===== src/rtl/tmr_pkg.sv =====
// Shared definitions for the timer bus arbiter: default widths, timer register
// map and the access FSM state encoding.
package tmr_pkg;

  localparam int TMR_ADDR_W = 4;
  localparam int TMR_DATA_W = 32;

  localparam logic [TMR_ADDR_W-1:0] TMR_CTRL   = 4'h0;
  localparam logic [TMR_ADDR_W-1:0] TMR_LOAD   = 4'h4;
  localparam logic [TMR_ADDR_W-1:0] TMR_COUNT  = 4'h8;
  localparam logic [TMR_ADDR_W-1:0] TMR_STATUS = 4'hC;

  typedef enum logic [1:0] {
    IDLE   = 2'd0,
    ACCESS = 2'd1,
    DONE   = 2'd2
  } arb_state_e;

endpackage


===== src/rtl/tmr_rr_pick.sv =====
// Combinational 2-way round-robin picker; lock_mask removes requesters that
// may not be considered this cycle.
module tmr_rr_pick (
  input  logic [1:0] req,
  input  logic       last_grant,
  input  logic [1:0] lock_mask,
  output logic       gnt_valid,
  output logic       gnt_idx
);

  logic [1:0] eligible;

  always_comb begin
    eligible  = req & lock_mask;
    gnt_valid = |eligible;
    // On a tie the requester that did not win last time goes first.
    if (&eligible) gnt_idx = ~last_grant;
    else           gnt_idx = eligible[1];
  end

endmodule


===== src/rtl/timer_bus_arbiter.sv =====
// Round-robin arbiter sharing the timer register bus between two masters, one
// access per IDLE->ACCESS->DONE pass. Define TMR_ARB_LOCK_EN for locked grants.
module timer_bus_arbiter
  import tmr_pkg::*;
#(
  parameter int ADDR_W = TMR_ADDR_W,
  parameter int DATA_W = TMR_DATA_W
) (
  input  logic              clk,
  input  logic              rst,
  input  logic              m0_req,
  input  logic              m0_we,
  input  logic [ADDR_W-1:0] m0_addr,
  input  logic [DATA_W-1:0] m0_wdata,
  output logic              m0_ack,
  output logic [DATA_W-1:0] m0_rdata,
  input  logic              m1_req,
  input  logic              m1_we,
  input  logic [ADDR_W-1:0] m1_addr,
  input  logic [DATA_W-1:0] m1_wdata,
  output logic              m1_ack,
  output logic [DATA_W-1:0] m1_rdata,
`ifdef TMR_ARB_LOCK_EN
  input  logic              m0_lock,
  input  logic              m1_lock,
`endif
  output logic [ADDR_W-1:0] t_addr,
  output logic              t_wr_en,
  output logic              t_rd_en,
  output logic [DATA_W-1:0] t_wdata,
  input  logic [DATA_W-1:0] t_rdata
);

  arb_state_e        state_q, state_d;
  logic              last_grant_q, last_grant_d;
  logic              gnt_q, gnt_d;
  logic [ADDR_W-1:0] t_addr_q, t_addr_d;
  logic [DATA_W-1:0] t_wdata_q, t_wdata_d;
  logic              t_wr_en_q, t_wr_en_d;
  logic              t_rd_en_q, t_rd_en_d;
  logic [1:0]        ack_q, ack_d;
  logic [DATA_W-1:0] m0_rdata_q, m0_rdata_d;
  logic [DATA_W-1:0] m1_rdata_q, m1_rdata_d;
  logic [1:0]        req_vec, lock_mask;
  logic              pick_valid, pick_idx;

  assign req_vec = {m1_req, m0_req};

`ifdef TMR_ARB_LOCK_EN
  logic       lock_active_q, lock_active_d;
  logic       lock_idx_q, lock_idx_d;
  logic       lock_hold;
  logic [1:0] lock_vec;

  assign lock_vec  = {m1_lock, m0_lock};
  // The lock stays in force while its owner still shows interest.
  assign lock_hold = lock_active_q & (req_vec[lock_idx_q] | lock_vec[lock_idx_q]);
  assign lock_mask = !lock_hold ? 2'b11 : (lock_idx_q ? 2'b10 : 2'b01);
`else
  assign lock_mask = 2'b11;
`endif

  tmr_rr_pick u_pick (
    .req        (req_vec),
    .last_grant (last_grant_q),
    .lock_mask  (lock_mask),
    .gnt_valid  (pick_valid),
    .gnt_idx    (pick_idx)
  );

  always_comb begin
    // NOTE: every _d signal gets a default first, so no path can infer a latch.
    state_d      = state_q;
    last_grant_d = last_grant_q;
    gnt_d        = gnt_q;
    t_addr_d     = t_addr_q;
    t_wdata_d    = t_wdata_q;
    t_wr_en_d    = 1'b0;
    t_rd_en_d    = 1'b0;
    ack_d        = 2'b00;
    m0_rdata_d   = m0_rdata_q;
    m1_rdata_d   = m1_rdata_q;
`ifdef TMR_ARB_LOCK_EN
    lock_active_d = lock_active_q;
    lock_idx_d    = lock_idx_q;
`endif
    case (state_q)
      IDLE: begin
`ifdef TMR_ARB_LOCK_EN
        if (!lock_hold) lock_active_d = 1'b0;
`endif
        if (pick_valid) begin
          state_d      = ACCESS;
          gnt_d        = pick_idx;
          last_grant_d = pick_idx;
          t_addr_d     = pick_idx ? m1_addr  : m0_addr;
          t_wdata_d    = pick_idx ? m1_wdata : m0_wdata;
          t_wr_en_d    = pick_idx ? m1_we    : m0_we;
          t_rd_en_d    = ~t_wr_en_d;
        end
      end
      ACCESS: begin
        state_d = DONE;
        ack_d   = gnt_q ? 2'b10 : 2'b01;
        if (t_rd_en_q) begin
          if (gnt_q) m1_rdata_d = t_rdata;
          else       m0_rdata_d = t_rdata;
        end
      end
      DONE: begin
        state_d = IDLE;
`ifdef TMR_ARB_LOCK_EN
        lock_active_d = lock_vec[gnt_q];
        lock_idx_d    = gnt_q;
`endif
      end
      default: state_d = IDLE;
    endcase
  end

  // NOTE: state registers use non-blocking assignments so every flop samples
  // pre-edge values regardless of process ordering.
  always_ff @(posedge clk or posedge rst) begin
    if (rst) begin
      state_q      <= IDLE;
      last_grant_q <= 1'b1;
      gnt_q        <= 1'b0;
      t_addr_q     <= '0;
      t_wdata_q    <= '0;
      t_wr_en_q    <= 1'b0;
      t_rd_en_q    <= 1'b0;
      ack_q        <= 2'b00;
      m0_rdata_q   <= '0;
      m1_rdata_q   <= '0;
    end else begin
      state_q      <= state_d;
      last_grant_q <= last_grant_d;
      gnt_q        <= gnt_d;
      t_addr_q     <= t_addr_d;
      t_wdata_q    <= t_wdata_d;
      t_wr_en_q    <= t_wr_en_d;
      t_rd_en_q    <= t_rd_en_d;
      ack_q        <= ack_d;
      m0_rdata_q   <= m0_rdata_d;
      m1_rdata_q   <= m1_rdata_d;
    end
  end

`ifdef TMR_ARB_LOCK_EN
  always_ff @(posedge clk or posedge rst) begin
    if (rst) begin
      lock_active_q <= 1'b0;
      lock_idx_q    <= 1'b0;
    end else begin
      lock_active_q <= lock_active_d;
      lock_idx_q    <= lock_idx_d;
    end
  end
`endif

  assign t_addr   = t_addr_q;
  assign t_wdata  = t_wdata_q;
  assign t_wr_en  = t_wr_en_q;
  assign t_rd_en  = t_rd_en_q;
  assign m0_ack   = ack_q[0];
  assign m1_ack   = ack_q[1];
  assign m0_rdata = m0_rdata_q;
  assign m1_rdata = m1_rdata_q;

endmodule


===== config.mk =====
export PLATFORM = sky130hd
export DESIGN_NAME = timer_bus_arbiter
export DESIGN_NICKNAME = d
export VERILOG_FILES = /design/src/rtl/tmr_pkg.sv /design/src/rtl/tmr_rr_pick.sv /design/src/rtl/timer_bus_arbiter.sv
export SDC_FILE = /design/constraint.sdc
export NUM_CORES = 1
export LEC_CHECK = 0
export ABC_CLOCK_PERIOD_IN_PS = 7800
export BUFFER_PORTS_ARGS = -buffer_cell sky130_fd_sc_hd__clkbuf_2
export CAP_MARGIN = 20
export CORE_MARGIN = 4
export CORE_UTILIZATION = 30
export CTS_CLUSTER_SIZE = 25
export DETAILED_ROUTE_END_ITERATION = 6
export SLEW_MARGIN = 20
export SYNTH_ARGS = -nofsm -noshare
export SYNTH_HDL_FRONTEND = slang
export SYNTH_SLANG_ARGS = --single-unit

===== constraint.sdc =====
create_clock -name clk -period 7.8 [get_ports clk]
set_input_delay 0.39 -clock clk [delete_from_list [all_inputs] [get_ports clk]]
set_output_delay 0.39 -clock clk [all_outputs]
set_load 0.01 [all_outputs]

==> flow_metrics.env <==
export IMPL_fp_dieW_um=131
export IMPL_powerDensity_nw_per_um2=408
export IMPL_relSlewSlack_pct=33.9
export IMPL_worst_setup_path_type="flip-flop to flip-flop"
export IMPL_slowest_delay_ns=0.73
export IMPL_wl_per_cell_um=16.6
export IMPL_rr_startpoint="state_q[0]"
export IMPL_slew_viol_final=0
export IMPL_worstPathMaxFanout=40
export IMPL_drive_above_1_share_pct=53.1
export IMPL_crit_required_ns=7.99
export IMPL_power_w=0.00243
export IMPL_post_cts_resized=0
export IMPL_fin_worst_skew_ns=0.00722
export IMPL_outcome="finished clean"
export IMPL_grt_pass1_wl_mm=19.8
export IMPL_antenna_found_initial=2
export IMPL_synth_top_flop_cell="dfrtp_1"
export IMPL_yosysTopAreaCellShare_pct=58.7
export IMPL_cts_buffers=9
export IMPL_worst_slew_pin_slew_ns=0.989
export IMPL_yosysTopAreaCell="dfrtp_1"
export IMPL_antennaDiodeCount=0
export IMPL_rsz0062_at_grt="no"
export IMPL_grt_pass1_vias=3709
export IMPL_core_area_um2=14700
export IMPL_postRouteAntennaNets=0
export IMPL_viasPerCell=4.72
export IMPL_hold_buffers=0
export IMPL_cp_start_kind="flip-flop"
export IMPL_ys_types=28
export IMPL_grtUsageTotal_pct=14.2
export IMPL_ir_drop_v=0.000131
export IMPL_h_tree_depth=3
export IMPL_clk_pin_slew_ns=0.07
export IMPL_setup_slack_ns=5.68
export IMPL_fin_crit_ns=2.12
export IMPL_cts_tree="yes"
export IMPL_p_leak_nw=2.98
export IMPL_grt_overflow_total=0
export IMPL_grt_max_degree=67
export IMPL_syn_inst=361
export IMPL_crit_path_end_kind="flip-flop"
export IMPL_postCtsSetupRepairBufs=0
export IMPL_fin_nets=670
export IMPL_final_cell_count_no_fill=749
export IMPL_yosysMostFrequentCell="dfrtp_1"
export IMPL_ioPinCount=214
export IMPL_ys_seq_elements=108
export IMPL_seq_area_frac_synth_pct=59.2
export IMPL_async_reset_ff_share_pct=100
export IMPL_areaGrowthSynthToFinish_pct=30.7
export IMPL_drt_iter0_markers=150
export IMPL_die_h_um=131
export IMPL_hp_class="input pin to asynchronous set/reset pin"
export IMPL_rows=44
export IMPL_cpMaxStageDelayCell="nor2_4"
export IMPL_syn_area_um2=4560
export IMPL_root_buffer="clkbuf_16"
export IMPL_clockBufferDepth=2
export IMPL_synth_fp_nets=471
export IMPL_worstSkewPairLatency_ns=0.34
export IMPL_crit_chain="nor2_4, nand2_2, inv_2, a31oi_1"
export IMPL_drc=0
export IMPL_timing_critical_path_from="state_q[0]"
export IMPL_dp_hpwl_mm=8.99
export IMPL_fmax_mhz=471
export IMPL_start_util_pct=31.1
export IMPL_place_gp_congestion=0.753
export IMPL_finalHoldViolations=0
export IMPL_setup_viol=0
export IMPL_cts_sinks=108
export IMPL_synth_area_leaders="dfrtp_1, mux2_4, mux2_2, nand2_1, a31oi_1"
export IMPL_detailroute_via_count=3538
export IMPL_drtPass1Iterations=4
export IMPL_yosys_warnings=0
export IMPL_tns_ns=0
export IMPL_fillers=1413
export IMPL_synth_edf_count=0
export IMPL_syn_avg_cell_area_um2=12.6
export IMPL_dp_cells=733
export IMPL_synthTopCellsByCount="dfrtp_1, nand2_1, a21oi_1, a31oi_1, mux2_2"
export IMPL_io_buffers=213
export IMPL_path_buf_inv=1
export IMPL_timing_final_crit_share_pct=27.2
export IMPL_arrival_ns=2.32
export IMPL_design_die_area_um2=17300
export IMPL_place_ws_ns=5.59
export IMPL_post_route_util_pct=40.6
export IMPL_wl_mm=12.4
export IMPL_crit_family="simple AND/OR/NAND/NOR gates"
export IMPL_max_cap_violations=0
==> layout make-up <==
| cell class | instances | area (µm²) | share of cell area (%) |
|---|---|---|---|
| clock inverter | 4 | 48.8 | 0.818 |
| sequential | 108 | 2700 | 45.3 |
| multi-input combinational | 224 | 1660 | 27.7 |
| inverter | 2 | 10.0 | 0.168 |
| tap | 184 | 230 | 3.86 |
| timing repair buffer | 215 | 1080 | 18.1 |
| clock buffer | 12 | 236 | 3.96 |
==> report_power, final <==
group          total, W  switching [W]  internal, W
registers       0.00101       0.000165     0.000842
clock network  0.000451       0.000201     0.000250
logic          0.000976       0.000509     0.000468
total           0.00243       0.000875      0.00156
==> state kept, by name, indices dropped and copies added (netlist names), 2 cells and up <==
register  cells
m1_rdata     32
m0_rdata     32
ack_q         2
t_addr        4
t_wdata      32
state_q       2
==> metrics by stage <==
step	hold WS (ns)	cell area [µm²]
floorplan	0.447	4560
global placement	0.450	5680
detailed placement	0.474	5680
CTS	0.0977	5970
global route	0.127	5970
finish	0.0854	5970
==> logic make-up (layout without fill, tap and decap cells) <==
family	Yosys count	in the layout	share of synthesized area, %
flops	108	108	59.2
simple gates	82	82	7.68
compound gates	77	77	9.70
buf+inv	29	233	4.91
mux	65	65	18.5
==> worst paths after layout <==
kind | endpoint | slack, ns | cells past startpoint
max reg2reg | t_addr[3] | 5.68 | 4
min reg2reg | m1_rdata[17] | 0.49 | 1
min in group clk | last_grant_q | 0.27 | 2
min | m1_rdata[5] | 0.09 | 2
max in group asynchronous | m0_rdata[5] | 6.43 | 3
max | t_addr[3] | 5.68 | 4
==> per-layer routing <==
metal / GRT usage [%] / routed length, µm / vias up
met3: 4.70 / 971 / 17
met1: 17.9 / 5480 / 1680
met5: 0 / 36 / -
met2: 23.2 / 5760 / 184
met4: 4.32 / 149 / 4
li1: - / - / 1653
==> worst register-to-register path: stages (launching register included) <==
cell and delay [ns]:
dfrtp_1 0.41, nor2_4 0.73, nand2_2 0.14, inv_2 0.50, a31oi_1 0.19
==> cells in the final DEF, fill, tap and decap left out <==
cell type,n
mux2_2,31
inv_2,1
a22o_1,1
clkbuf_1,3
nor3b_2,1
nand3_4,1
dfstp_2,1
and2_4,1
nor2_1,1
clkinv_2,2
dfrtp_1,107
a21bo_2,1
and2_1,1
and2b_1,1
clkbuf_16,9
clkbuf_2,213
mux2_1,3
nand2_1,72
inv_4,1
or2_1,1
inv_6,1
nor2_4,1
nand2_2,1
a31oi_1,37
mux2_4,30
mux2i_1,1
a21boi_4,1
and2_2,1
bufinv_16,1
a21oi_1,37
buf_4,2
No activity file was read; power rests on OpenSTA's default activity.
